### src/rtl/meas_sequencer.sv
// Demodulation measurement sequencer: trigger, settle, capture judge flags,
// classify modulation and publish one registered result set per campaign.
module meas_sequencer #(
  parameter int IO_width   = 14,
  parameter int CNT_WIDTH  = 32,
  parameter int SETTLE_NUM = 36000,
  parameter int HOLD_NUM   = 18000,
  parameter int PSK_DL     = 20
) (
  input  logic                       clk,
  input  logic                       rst,
  input  logic                       start,
  input  logic                       auto_en,
  input  logic                       abort,
  input  logic                       A_const,
  input  logic                       A_square,
  input  logic                       Freq_const,
  input  logic                       Freq_square,
  input  logic signed [IO_width-1:0] A_max,
  input  logic signed [IO_width-1:0] A_min,
  input  logic signed [IO_width-1:0] A_edge_interv_homo,
  input  logic signed [IO_width-1:0] A_freq,
  input  logic signed [IO_width-1:0] F_freq,
  output logic                       meas_trig,
  output logic                       busy,
  output logic [2:0]                 mod_type,
  output logic signed [IO_width-1:0] mod_freq,
  output logic signed [IO_width:0]   amp_pp,
  output logic                       result_valid
);

  typedef enum logic [2:0] {IDLE, TRIG, WAIT, CAPTURE, DONE} state_t;

  localparam logic [2:0] MT_CW = 3'd0, MT_AM = 3'd1, MT_ASK = 3'd2,
                         MT_FM = 3'd3, MT_FSK = 3'd4, MT_PSK = 3'd5,
                         MT_UNK = 3'd7;

  localparam logic [CNT_WIDTH-1:0] SETTLE_TC = CNT_WIDTH'(SETTLE_NUM - 1);
  localparam logic [CNT_WIDTH-1:0] HOLD_TC   = CNT_WIDTH'(HOLD_NUM - 1);
  localparam logic signed [IO_width-1:0] PSK_TH = IO_width'(PSK_DL);

  state_t                      state;
  logic [CNT_WIDTH-1:0]        wait_cnt;
  logic [CNT_WIDTH-1:0]        gap_cnt;
  logic [2:0]                  cls;
  logic signed [IO_width-1:0]  freq_sel;
  logic signed [IO_width:0]    amp_d;

  // Sign-extend both operands first so the difference cannot wrap.
  assign amp_d = $signed({A_max[IO_width-1], A_max}) - $signed({A_min[IO_width-1], A_min});

  // Priority classifier: first matching rule wins.
  always_comb begin
    cls      = MT_UNK;
    freq_sel = '0;
    if (A_const && Freq_const) begin
      cls = MT_CW;
    end else if (!A_const && A_square && (A_edge_interv_homo < PSK_TH)) begin
      cls      = MT_PSK;
      freq_sel = A_freq;
    end else if (!A_const && A_square) begin
      cls      = MT_ASK;
      freq_sel = A_freq;
    end else if (!A_const && Freq_const) begin
      cls      = MT_AM;
      freq_sel = A_freq;
    end else if (A_const && !Freq_const && Freq_square) begin
      cls      = MT_FSK;
      freq_sel = F_freq;
    end else if (A_const && !Freq_const) begin
      cls      = MT_FM;
      freq_sel = F_freq;
    end
  end

  always_ff @(posedge clk) begin
    if (rst) begin
      state        <= IDLE;
      wait_cnt     <= '0;
      gap_cnt      <= '0;
      meas_trig    <= 1'b0;
      busy         <= 1'b0;
      result_valid <= 1'b0;
      mod_type     <= MT_UNK;
      mod_freq     <= '0;
      amp_pp       <= '0;
    end else begin
      meas_trig    <= 1'b0;
      result_valid <= 1'b0;
      case (state)
        IDLE: begin
          if (start || (auto_en && gap_cnt == HOLD_TC)) begin
            state     <= TRIG;
            meas_trig <= 1'b1;
            busy      <= 1'b1;
            gap_cnt   <= '0;
          end else if (auto_en) begin
            gap_cnt <= gap_cnt + 1'b1;
          end else begin
            gap_cnt <= '0;
          end
        end
        TRIG: begin
          wait_cnt <= '0;
          if (abort) begin
            state <= IDLE;
            busy  <= 1'b0;
          end else begin
            state <= WAIT;
          end
        end
        WAIT: begin
          if (abort) begin
            state <= IDLE;
            busy  <= 1'b0;
          end else if (wait_cnt == SETTLE_TC) begin
            state <= CAPTURE;
          end else begin
            wait_cnt <= wait_cnt + 1'b1;
          end
        end
        CAPTURE: begin
          if (abort) begin
            state <= IDLE;
            busy  <= 1'b0;
          end else begin
            // Results land together with the valid pulse during DONE.
            state        <= DONE;
            mod_type     <= cls;
            mod_freq     <= freq_sel;
            amp_pp       <= amp_d;
            result_valid <= 1'b1;
          end
        end
        DONE: begin
          state   <= IDLE;
          busy    <= 1'b0;
          gap_cnt <= '0;
        end
        default: begin
          state <= IDLE;
          busy  <= 1'b0;
        end
      endcase
    end
  end

endmodule

### config.mk
export PLATFORM = sky130hd
export DESIGN_NAME = meas_sequencer
export DESIGN_NICKNAME = d
export VERILOG_FILES = /design/src/rtl/meas_sequencer.sv
export SDC_FILE = /design/constraint.sdc
export NUM_CORES = 1
export LEC_CHECK = 0
export BUFFER_PORTS_ARGS = -buffer_cell sky130_fd_sc_hd__buf_2
export CAP_MARGIN = 20
export CORE_MARGIN = 2
export CORE_UTILIZATION = 44
export CTS_CLUSTER_DIAMETER = 100
export CTS_CLUSTER_SIZE = 14
export DETAILED_ROUTE_END_ITERATION = 16
export PLACE_DENSITY = 0.69
export SLEW_MARGIN = 25
export SYNTH_ARGS = -nofsm -noshare
export SYNTH_HDL_FRONTEND = slang
export SYNTH_SLANG_ARGS = --single-unit
### constraint.sdc
create_clock -name clk -period 2.3 [get_ports clk]
set_clock_uncertainty 0.05 [all_clocks]
set_input_delay 0.115 -clock clk [delete_from_list [all_inputs] [get_ports clk]]
set_output_delay 0.115 -clock clk [all_outputs]
set_load 0.005 [all_outputs]
==> results.yml <==
cells_and_area:
  fin_area_sq_um: 7040
  drive_gt1_share_pct: 21.9
  multi_input_area_sq_um: 3390
  area_delta_synth_final_pct: 23.7
  regArea_sq_um: 2050
  n_antenna_cell: 0
  layout_commonest_cell: "buf_2"
  finalNetCount: 932
  most-common-layout-cells: "buf_2 (111), dfxtp_1 (97), nand2_1 (66)"
  fill_cells: 1177
  final_core_util_pct: 55.8
job:
  maxCapViolCount: 0
sta:
  min_period_over_period_pct: 96.7
  max_freq_ghz: 0.450
  worst_pin_slew_ps: 823
  slew_violations: 0
  finalSetupViolCount: 0
  hold_violations: 0
  rsz0062_at_grt: "no"
  fin_crit_ps: 2220
  slew_headroom_pct: 45.0
placed_design:
  dp_hpwl_um: 10800
  port_buffers: 111
  place_area_sq_um: 6620
  gp_congestion: 0.905
synthesis:
  syn_nets: 806
  synth_top_cell_area_share_pct: 35.9
  ys_types: 72
  synth_area_per_cell_sq_um: 8.02
  ys_seq_area_share_pct: 35.9
  yosysWarnings: 0
  ys_ff_latch: 102
  synth_edf_count: 0
  yosys-top-cells-area: "dfxtp_1 (36%), a21oi_1 (5.3%), nand3_1 (4.4%)"
  ys_async_sr_fraction_pct: 0
  yosysTopAreaCell: "dfxtp_1"
  netlist_area_sq_um: 5690
  synth-main-ff-cell: "dfxtp_1"
  syn_inst: 710
clocking:
  clk_transition_reported_paths_ps: 70
  cts_buffers: 9
  clock_sinks: 102
  clockRootBuffer: "clkbuf_16"
  cts_tree: "built"
  insertion_delay_ps: 360
  htreeDepth: 3
  clock_path_buffers: 2
detailed_routing:
  viasPerCell: 5.68
  postRouteAntennaNets: 0
  drt_pass1_iterations: 6
  via_count: 5747
  drt_iter0_markers: 404
  wl_um: 14900
  avgRoutedWirePerCell_um: 14.8
  route.detailed.drc: 0
pwr:
  clkPwrFrac_pct: 45.7
  power.density_nw_per_um2: 579
  power.leakage_nw: 2.71
  pwr-share-comb_pct: 10.6
  swShare_pct: 23.3
  p_total_mw: 4.08
  seqPwrFrac_pct: 43.7
  p_sw_uw: 950
  internal_power_mw: 3.13
  peakVddDrop_v: 0.000352
global_routing:
  gr-usage-all-layers_pct: 21.6
  grt_pass1_wl_um: 25100
  antenna_found_initial: 0
  grt_remaining_overflow: 0
  grt_max_degree: 37
  grt_pass1_vias: 5411
critical_path:
  path_class: "register to register"
  required_ps: 2490
  reg2regPathDepth: 8
  startpoint_type: "register"
  arrival_ps: 2420
  path_max_fanout: 34
  end_kind: "register"
die:
  die_area_sq_um: 13900
  floorplan.initialDensity_pct: 45.1
  die_height_um: 118
  io_pins: 114
  die_w_um: 118
  rows: 41
  core-area_sq_um: 12600
status:
  status: "complete, no violations"
hold_path:
  min_path_type: "input pin to register"
  holdPathStages: 3
==> Yosys cell counts, types with 2 or more instances <==
| master | n |
|---|---|
| or3b_1 | 3 |
| nand3_1 | 50 |
| buf_1 | 2 |
| nor2_1 | 61 |
| mux2i_1 | 15 |
| nand4_1 | 22 |
| buf_2 | 6 |
| a311oi_1 | 4 |
| nor3b_1 | 2 |
| xor2_1 | 3 |
| nor4b_1 | 7 |
| ha_1 | 16 |
| xnor2_1 | 23 |
| a211oi_1 | 10 |
| o21ai_0 | 16 |
| or3_1 | 16 |
| clkbuf_1 | 27 |
| and2_1 | 4 |
| a31oi_1 | 4 |
| o221ai_1 | 2 |
| a41oi_1 | 3 |
| a21o_1 | 6 |
| o211ai_1 | 3 |
| a221oi_1 | 15 |
| nor4_4 | 3 |
| o21ai_1 | 12 |
| and3_1 | 16 |
| nor3_1 | 29 |
| nor4_1 | 13 |
| a22o_1 | 2 |
| and4_1 | 4 |
| nand3b_1 | 6 |
| dfxtp_1 | 102 |
| inv_1 | 33 |
| nor2b_1 | 5 |
| a21oi_1 | 60 |
| nand2_1 | 66 |
| a22oi_1 | 2 |
| or4_1 | 3 |
| nand4b_1 | 2 |
==> logic make-up after synthesis <==
kind of cell,count (synthesis),share of synthesized area (%)
AOI/OAI and AO/OA,156,18.0
and+or+nand+nor,323,30.7
buffers and inverters,71,4.97
muxes,15,2.64
DFF,102,35.9
xor gates and xnor gates,26,4.00
adders and majority gates,17,3.87
==> worst max-delay path: stages (launching register included) <==
cell,delay [ps]
dfxtp_1,350
nor4_1,400
nand3_1,230
nor4_4,370
buf_4,190
nor4_4,40
buf_12,180
a21oi_1,190
mux2i_1,90
==> power by group through the flow <==
| stage | logic [mW] | clock network (mW) | registers [mW] |
|---|---|---|---|
| 2_1_floorplan | 0.260 | 0 | 1.82 |
| 3_3_place_gp | 0.409 | 0 | 1.82 |
| 3_5_place_dp | 0.421 | 0 | 1.82 |
| 4_1_cts | 0.431 | 1.89 | 1.78 |
| 5_1_grt | 0.482 | 1.96 | 1.78 |
| 6_report | 0.432 | 1.86 | 1.78 |
==> state kept, by name, indices dropped and copies added, names as in the netlist <==
name,flops
gap_cnt,32
wait_cnt,32
amp_pp,15
mod_freq,14
mod_type,3
state,3
busy,1
meas_trig,1
result_valid,1
==> area by class of cell <==
type                            instances  area share, %
Clock buffer                            9           3.20
Multi-Input combinational cell        537           48.2
Tap cell                              172           3.06
Timing Repair Buffer                  152           12.8
Sequential cell                       102           29.1
Clock inverter                          6           1.90
Inverter                               34           1.81
==> layer usage <==
| layer | track usage [%] | share of wire, % | up-vias |
|---|---|---|---|
| li1 | - | - | 2868 |
| met1 | 26.8 | 44 | 2680 |
| met2 | 36.4 | 47 | 167 |
| met3 | 5.23 | 5.7 | 32 |
| met4 | 7.68 | 2.4 | 0 |
| met5 | 0 | 0 | - |
==> path summary, 6_finish.rpt <==
check	start	endpoint	slack, ps
setup / recovery	gap_cnt[28]	gap_cnt[11]	80
hold / removal	F_freq[11]	mod_freq[11]	9
setup reg to reg	gap_cnt[28]	gap_cnt[11]	80
hold reg to reg	amp_pp[10]	amp_pp[10]	410
==> metrics by stage <==
stage	cells	hold WS, ps	setup TNS [ps]	worst slack [ps]
after detailed placement	991	368	-2.97	-2.97
after global placement	991	357	0	57.0
after floorplan	710	142	0	197
final	1012	8.84	0	75.7
after CTS	1011	0.239	0	53.6
after global routing	1012	20.1	0	15.9
==> what timing repair did <==
action                     in CTS  in global routing
resized for setup               0                  6
hold endpoints to repair        5                  0
hold buffers                    5                  0
setup endpoints to repair       0                  4
buffers inserted                0                  1
(Power assumes the default switching activity.)
